### config.mk
export PLATFORM = sky130hd
export DESIGN_NAME = ex_muldiv
export DESIGN_NICKNAME = d
export VERILOG_FILES = /design/src/rtl/ex_muldiv_pkg.sv /design/src/rtl/ex_muldiv_div_iter.sv /design/src/rtl/ex_muldiv.sv
export SDC_FILE = /design/constraint.sdc
export NUM_CORES = 2
export LEC_CHECK = 0
export BUFFER_PORTS_ARGS = -buffer_cell sky130_fd_sc_hd__buf_4
export CELL_PAD_IN_SITES_DETAIL_PLACEMENT = 1
export CELL_PAD_IN_SITES_GLOBAL_PLACEMENT = 2
export CORE_MARGIN = 3
export CORE_UTILIZATION = 39
export CTS_CLUSTER_DIAMETER = 30
export CTS_CLUSTER_SIZE = 12
export DETAILED_ROUTE_END_ITERATION = 10
export PLACE_DENSITY_LB_ADDON = 0.1
export REMOVE_ABC_BUFFERS = 1
export SLEW_MARGIN = 20
export SYNTH_ARGS = -nofsm -noshare
export SYNTH_HDL_FRONTEND = slang
export SYNTH_HIERARCHICAL = 1
export SYNTH_SLANG_ARGS = --single-unit
### constraint.sdc
create_clock -name clk_in -period 14.3 [get_ports clk_in]
set_input_delay 1.43 -clock clk_in [delete_from_list [all_inputs] [get_ports clk_in]]
set_output_delay 1.43 -clock clk_in [all_outputs]
set_load 0.05 [all_outputs]
### src/rtl/ex_muldiv_pkg.sv
// ex_muldiv_pkg: shared encodings for the iterative RV32M unit.
// Holds funct3 codes, FSM states, width defaults, sign helpers.
package ex_muldiv_pkg;

  localparam int XLEN_DEF  = 32;
  localparam int MUL_K_DEF = 4;

  typedef enum logic [2:0] {
    OP_MUL    = 3'd0,
    OP_MULH   = 3'd1,
    OP_MULHSU = 3'd2,
    OP_MULHU  = 3'd3,
    OP_DIV    = 3'd4,
    OP_DIVU   = 3'd5,
    OP_REM    = 3'd6,
    OP_REMU   = 3'd7
  } op_e;

  typedef enum logic [1:0] {
    S_IDLE = 2'd0,
    S_MUL  = 2'd1,
    S_DIV  = 2'd2,
    S_DONE = 2'd3
  } state_e;

  function automatic logic rs1_signed(
    input logic [2:0] op
  );
    return op inside {OP_MULH, OP_MULHSU,
                      OP_DIV, OP_REM};
  endfunction

  function automatic logic rs2_signed(
    input logic [2:0] op
  );
    return op inside {OP_MULH, OP_DIV, OP_REM};
  endfunction

endpackage

### src/rtl/ex_muldiv_div_iter.sv
// ex_muldiv_div_iter: one restoring-divide step.
// In: rem_in, bit_in, dvs_in. Out: rem_out, q_out.
module ex_muldiv_div_iter #(
  parameter int XLEN = 32
) (
  input  logic [XLEN-1:0] rem_in,
  input  logic            bit_in,
  input  logic [XLEN-1:0] dvs_in,
  output logic [XLEN-1:0] rem_out,
  output logic            q_out
);

  // Shifted partial remainder can need one extra bit
  // when the divisor has its MSB set.
  logic [XLEN:0] shifted;

  assign shifted = {rem_in, bit_in};
  assign q_out   = shifted >= {1'b0, dvs_in};

  assign rem_out = q_out
    ? XLEN'(shifted - {1'b0, dvs_in})
    : shifted[XLEN-1:0];

endmodule

### src/rtl/ex_muldiv.sv
// ex_muldiv: iterative RV32M multiply/divide beside the EX ALU.
// Ports: clk/rst/rdy/flush, start+op+operands+rd in; stall, valid, result, rd out.
module ex_muldiv
  import ex_muldiv_pkg::*;
#(
  parameter int XLEN  = XLEN_DEF,
  parameter int MUL_K = MUL_K_DEF
) (
  input  logic            clk_in,
  input  logic            rst_in,
  input  logic            rdy_in,
  input  logic            flush_in,
  input  logic            start_in,
  input  logic [2:0]      op_in,
  input  logic [XLEN-1:0] rs1_val_in,
  input  logic [XLEN-1:0] rs2_val_in,
  input  logic [4:0]      rd_addr_in,
  output logic            stallreq_out,
  output logic            valid_out,
  output logic [XLEN-1:0] rd_val_out,
  output logic [4:0]      rd_addr_out
);

  localparam int CW    = $clog2(XLEN) + 1;
  localparam int MUL_N = XLEN / MUL_K;
  localparam int PW    = 2 * XLEN;

  localparam logic [CW-1:0] MUL_LAST =
    CW'(MUL_N - 1);
  localparam logic [CW-1:0] DIV_LAST =
    CW'(XLEN - 1);
  localparam logic [XLEN-1:0] XMIN =
    {1'b1, {(XLEN-1){1'b0}}};

  state_e          state_q, state_d;
  logic [2:0]      op_q, op_d;
  logic [4:0]      rd_q, rd_d;
  logic [CW-1:0]   cnt_q, cnt_d;
  logic [PW-1:0]   acc_q, acc_d;
  logic [PW-1:0]   mcand_q, mcand_d;
  logic [XLEN-1:0] mplier_q, mplier_d;
  logic [XLEN-1:0] rem_q, rem_d;
  logic [XLEN-1:0] quo_q, quo_d;
  logic [XLEN-1:0] dvs_q, dvs_d;
  logic [XLEN-1:0] res_q, res_d;
  logic            neg_q, neg_d;
  logic            rneg_q, rneg_d;

  // Start decode
  logic            rs1_neg, rs2_neg;
  logic            div_zero, div_ovf, special;
  logic [XLEN-1:0] a_mag, b_mag, spec_res;

  always_comb begin
    rs1_neg  = rs1_signed(op_in)
             & rs1_val_in[XLEN-1];
    rs2_neg  = rs2_signed(op_in)
             & rs2_val_in[XLEN-1];
    a_mag    = rs1_neg ? -rs1_val_in
                       : rs1_val_in;
    b_mag    = rs2_neg ? -rs2_val_in
                       : rs2_val_in;
    div_zero = op_in[2]
             & (rs2_val_in == '0);
    div_ovf  = (op_in == OP_DIV ||
                op_in == OP_REM)
             && rs1_val_in == XMIN
             && rs2_val_in == '1;
    special  = div_zero | div_ovf;
    // op_in[1] selects the remainder
    if (div_zero)
      spec_res = op_in[1] ? rs1_val_in : '1;
    else
      spec_res = op_in[1] ? '0 : rs1_val_in;
  end

  // Multiply step: MUL_K partial products
  logic [PW-1:0]   pp_sum, acc_nx, prod;
  logic [XLEN-1:0] mul_res;

  always_comb begin
    pp_sum = '0;
    for (int i = 0; i < MUL_K; i++) begin
      if (mplier_q[i])
        pp_sum = pp_sum + (mcand_q << i);
    end
    acc_nx  = acc_q + pp_sum;
    prod    = neg_q ? -acc_nx : acc_nx;
    mul_res = (op_q == OP_MUL)
            ? prod[XLEN-1:0]
            : prod[PW-1:XLEN];
  end

  // Divide step: dividend shifts out of quo_q
  // while quotient bits shift in behind it.
  logic [XLEN-1:0] rem_nx, q_fin, r_fin;
  logic [XLEN-1:0] div_res;
  logic            q_bit;

  ex_muldiv_div_iter #(
    .XLEN(XLEN)
  ) u_div_iter (
    .rem_in (rem_q),
    .bit_in (quo_q[XLEN-1]),
    .dvs_in (dvs_q),
    .rem_out(rem_nx),
    .q_out  (q_bit)
  );

  always_comb begin
    q_fin   = {quo_q[XLEN-2:0], q_bit};
    r_fin   = rneg_q ? -rem_nx : rem_nx;
    div_res = op_q[1] ? r_fin
            : (neg_q ? -q_fin : q_fin);
  end

  logic mul_last, div_last;

  assign mul_last = cnt_q == MUL_LAST;
  assign div_last = cnt_q == DIV_LAST;

  // FSM: state register
  always_ff @(posedge clk_in or negedge rst_in) begin
    if (!rst_in)
      state_q <= S_IDLE;
    else if (rdy_in)
      state_q <= state_d;
  end

  // FSM: next state
  always_comb begin
    state_d = state_q;
    if (flush_in) begin
      state_d = S_IDLE;
    end else begin
      unique case (state_q)
        S_IDLE: if (start_in)
          state_d = special  ? S_DONE
                  : op_in[2] ? S_DIV
                             : S_MUL;
        S_MUL: if (mul_last)
          state_d = S_DONE;
        S_DIV: if (div_last)
          state_d = S_DONE;
        S_DONE:
          state_d = S_IDLE;
        default:
          state_d = S_IDLE;
      endcase
    end
  end

  // FSM: outputs
  always_comb begin
    stallreq_out = 1'b0;
    valid_out    = 1'b0;
    unique case (state_q)
      S_IDLE: stallreq_out = start_in
                           & ~flush_in;
      S_MUL:  stallreq_out = 1'b1;
      S_DIV:  stallreq_out = 1'b1;
      S_DONE: valid_out    = 1'b1;
      default: ;
    endcase
  end

  // Datapath next values
  always_comb begin
    op_d     = op_q;
    rd_d     = rd_q;
    cnt_d    = cnt_q;
    acc_d    = acc_q;
    mcand_d  = mcand_q;
    mplier_d = mplier_q;
    rem_d    = rem_q;
    quo_d    = quo_q;
    dvs_d    = dvs_q;
    res_d    = res_q;
    neg_d    = neg_q;
    rneg_d   = rneg_q;
    if (!flush_in) begin
      unique case (state_q)
        S_IDLE: if (start_in) begin
          op_d     = op_in;
          rd_d     = rd_addr_in;
          cnt_d    = '0;
          acc_d    = '0;
          mcand_d  = {{XLEN{1'b0}}, a_mag};
          mplier_d = b_mag;
          rem_d    = '0;
          quo_d    = a_mag;
          dvs_d    = b_mag;
          neg_d    = rs1_neg ^ rs2_neg;
          rneg_d   = rs1_neg;
          if (special)
            res_d = spec_res;
        end
        S_MUL: begin
          acc_d    = acc_nx;
          mcand_d  = mcand_q << MUL_K;
          mplier_d = mplier_q >> MUL_K;
          cnt_d    = cnt_q + CW'(1);
          if (mul_last)
            res_d = mul_res;
        end
        S_DIV: begin
          rem_d = rem_nx;
          quo_d = q_fin;
          cnt_d = cnt_q + CW'(1);
          if (div_last)
            res_d = div_res;
        end
        default: ;
      endcase
    end
  end

  always_ff @(posedge clk_in or negedge rst_in) begin
    if (!rst_in) begin
      op_q     <= '0;
      rd_q     <= '0;
      cnt_q    <= '0;
      acc_q    <= '0;
      mcand_q  <= '0;
      mplier_q <= '0;
      rem_q    <= '0;
      quo_q    <= '0;
      dvs_q    <= '0;
      res_q    <= '0;
      neg_q    <= 1'b0;
      rneg_q   <= 1'b0;
    end else if (rdy_in) begin
      op_q     <= op_d;
      rd_q     <= rd_d;
      cnt_q    <= cnt_d;
      acc_q    <= acc_d;
      mcand_q  <= mcand_d;
      mplier_q <= mplier_d;
      rem_q    <= rem_d;
      quo_q    <= quo_d;
      dvs_q    <= dvs_d;
      res_q    <= res_d;
      neg_q    <= neg_d;
      rneg_q   <= rneg_d;
    end
  end

  assign rd_val_out  = res_q;
  assign rd_addr_out = rd_q;

endmodule

==> results.yml <==
run_status:
  outcome: "finished, final reports clean"
critical_path:
  required_ps: 14840
  r2r_start: "mcand_q[2]$_DFFE_PN0P_"
  critPathLaunchType: "register"
  crit_path_max_fanout: 14
  crit_path_max_incr_delay_ps: 660
  endpoint_kind: "register"
  crit_path_start: "mcand_q[2]$_DFFE_PN0P_"
  cpMaxStageDelayCell: "dfrtp_1"
  worstSetupPathType: "reg -> reg"
  worstPathArrival_ps: 13820
  crit_top_cell: "a21oi_1"
routing:
  top_layer: "met5"
  finalWirelength_mm: 154
  post_drt_via_cell_ratio: 6.14
  wl_met3_mm: 6.91
  wl_met1_mm: 70.5
  vias: 38400
  routedWlPerCell_um: 24.7
  drc: 0
  initialDrtViolationCount: 2583
  drtAntennaViolNets: 0
  wl_met2_mm: 71.5
  firstDrtPassIters: 5
die:
  die_h_um: 315
  num_rows: 112
  start_util_pct: 39.6
  io_pins: 116
  dieArea_mm2: 0.0994
  core_mm2: 0.0942
  die-width_um: 315
pwr:
  power_density_mw_per_mm2: 279
  p_leak_nw: 19.6
  peakVddDrop_mv: 0.149
  power_mw: 12.0
final_layout:
  syn2layout_area_growth_pct: 14.8
  nets: 5287
  num-fill-cells: 11400
  drive_gt1_share_pct: 10.0
  stdcell_area_mm2: 0.0429
  finalNonFillerCells: 6246
  utilization_pct: 45.5
clock_network:
  numCtsBuffers: 95
  cts_buffer_depth: 3
  root_buffer: "clkbuf_16"
  cts_tree: "yes"
  clk_pin_slew_ps: 40
  worstSkewPairLatency_ps: 680
  htree_levels: 3
  cts_hold_buf: 0
  clock-sinks: 306
sta:
  worst_slew_pin_slew_ps: 1120
  min_period_ps: 13270
  fmax_ghz: 0.0753
  finClkSkew_ps: 49.8
  slew_headroom_pct: 24.5
  fin_tns_setup_ps: 0
  report.final.slew_viol_count: 0
  rsz0062_at_grt: "false"
  hold_violations: 0
  fin_crit_sh_pct: 92.8
  finalSetupViolCount: 0
min_path:
  hp-class: "reg -> reg"
  worstHoldStart: "dvs_q[29]$_DFFE_PN0P_"
placement:
  routabilityCongestion: 0.916
  dpl-instance-area_mm2: 0.0392
  placedCellCount: 6068
  port_buffers: 115
  place_hpwl_mm: 118
synthesis:
  postSynthCellCount: 4922
  yosysWarnings: 6
  synthArstFlopShare_pct: 100
  synth_common_cells: "548 x nand2_1, 455 x a21oi_1, 403 x o21ai_0"
  synthesis.area_mm2: 0.0373
  synth_ff_type: "dfrtp_1"
  yosysMostFrequentCell: "nand2_1"
  ys_ff_latch: 306
  ys_seq_area_share_pct: 20.5
  synth-edff-count: 0
  synth_top_area_cell: "dfrtp_1"
  yosys.area.top_type_share_pct: 20.5
  ys_top_cells_by_area: "dfrtp_1 21%, ha_1 9.8%, a21oi_1 6.1%"
  avgSynthCellArea_um2: 7.58
  synth_cell_types: 105
global_route:
  grt.overflow.total: 0
  grt_usage_pct: 30.3
  grt_max_degree: 192
  grt_pass1_wl_mm: 237
  antenna_found_initial: 4
  grt_pass1_vias: 38900
run:
  cap_violations: 0
==> worst max-delay path: cells and delay by family (launching register included) <==
family	cells	cell delay, ps
buffers and inverters	2	220
adders and majority gates	4	1340
AOI/OAI and AO/OA	28	6930
DFF	1	660
xor gates and xnor gates	4	520
and+or+nand+nor	11	2830
muxes	2	610
==> cell type report <==
cell class                      instances  area, um2  share of cell area [%]
Clock buffer                          115       2540                    5.93
Multi-Input combinational cell       4171      28000                    65.4
Tap cell                             1254       1570                    3.66
Antenna cell                            1       2.50                 0.00584
Sequential cell                       306       7670                    17.9
Clock inverter                         61       1050                    2.45
Inverter                              166        623                    1.45
Timing Repair Buffer                  172       1360                    3.18
==> worst paths after layout <==
path,slack (ps),end,depth (start not counted)
max in group asynchronous,11760,mplier_q[0]$_DFFE_PN0P_,2
max,1030,rd_val_out[30]$_DFFE_PN0P_,51
max reg2reg,1030,rd_val_out[30]$_DFFE_PN0P_,51
min,470,dvs_q[29]$_DFFE_PN0P_,2
min in group asynchronous,870,mcand_q[50]$_DFFE_PN0P_,1
min reg2reg,470,dvs_q[29]$_DFFE_PN0P_,2
==> stage by stage <==
step	hold WS, ps	setup slack, ps
4_1_cts	478	556
5_1_grt	492	79.4
3_3_place_gp	461	925
3_5_place_dp	467	616
2_1_floorplan	450	1760
6_report	473	1030
==> flip-flops by register name, indices dropped and copies added, names as in the netlist <==
name,cells
rd_addr_out,5
mplier_q,32
rd_val_out,32
state_q,2
rem_q,32
mcand_q,64
neg_q,1
quo_q,32
acc_q,64
rneg_q,1
dvs_q,32
cnt_q,6
op_q,3
==> report_power, final <==
| group | total [mW] | switching (mW) | internal, mW | leakage (nW) |
|---|---|---|---|---|
| clock network | 2.36 | 0.696 | 1.66 | 1.73 |
| logic | 7.95 | 5.16 | 2.79 | 14.0 |
| registers | 1.65 | 0.495 | 1.15 | 3.90 |
| total | 12.0 | 6.35 | 5.60 | 19.6 |
==> repair_timing <==
| item | 4_1_cts | 5_1_grt |
|---|---|---|
| gates resized for setup | 0 | 8 |
| setup endpoints to repair | 0 | 9 |
| buffers inserted | 0 | 1 |
==> logic make-up after synthesis <==
logic type / count (synthesis) / share of synthesized area (%)
AOI/OAI and AO/OA: 1729 / 30.2
xor gates and xnor gates: 399 / 9.44
adders and majority gates: 326 / 10.8
buffers and inverters: 445 / 4.61
DFF: 306 / 20.5
muxes: 164 / 4.65
and+or+nand+nor: 1553 / 19.7
==> placed cells by master, fill, tap and decap left out, drive strengths merged, types with 115 or more instances in the layout <==
master	instances
o21ai	433
dfrtp	306
a21oi	457
clkbuf	115
a22o	118
xnor2	232
xor2	165
nand2	548
nor2	382
ha	293
a21o	159
inv	165
buf	172
==> routing by layer <==
metal | up-vias | track usage (%)
li1 | 18100 | -
met2 | 898 | 49.9
met3 | 243 | 3.42
met1 | 19100 | 41.1
met4 | 4 | 10.1
met5 | - | 0
Power figures use the tool's default switching activity.
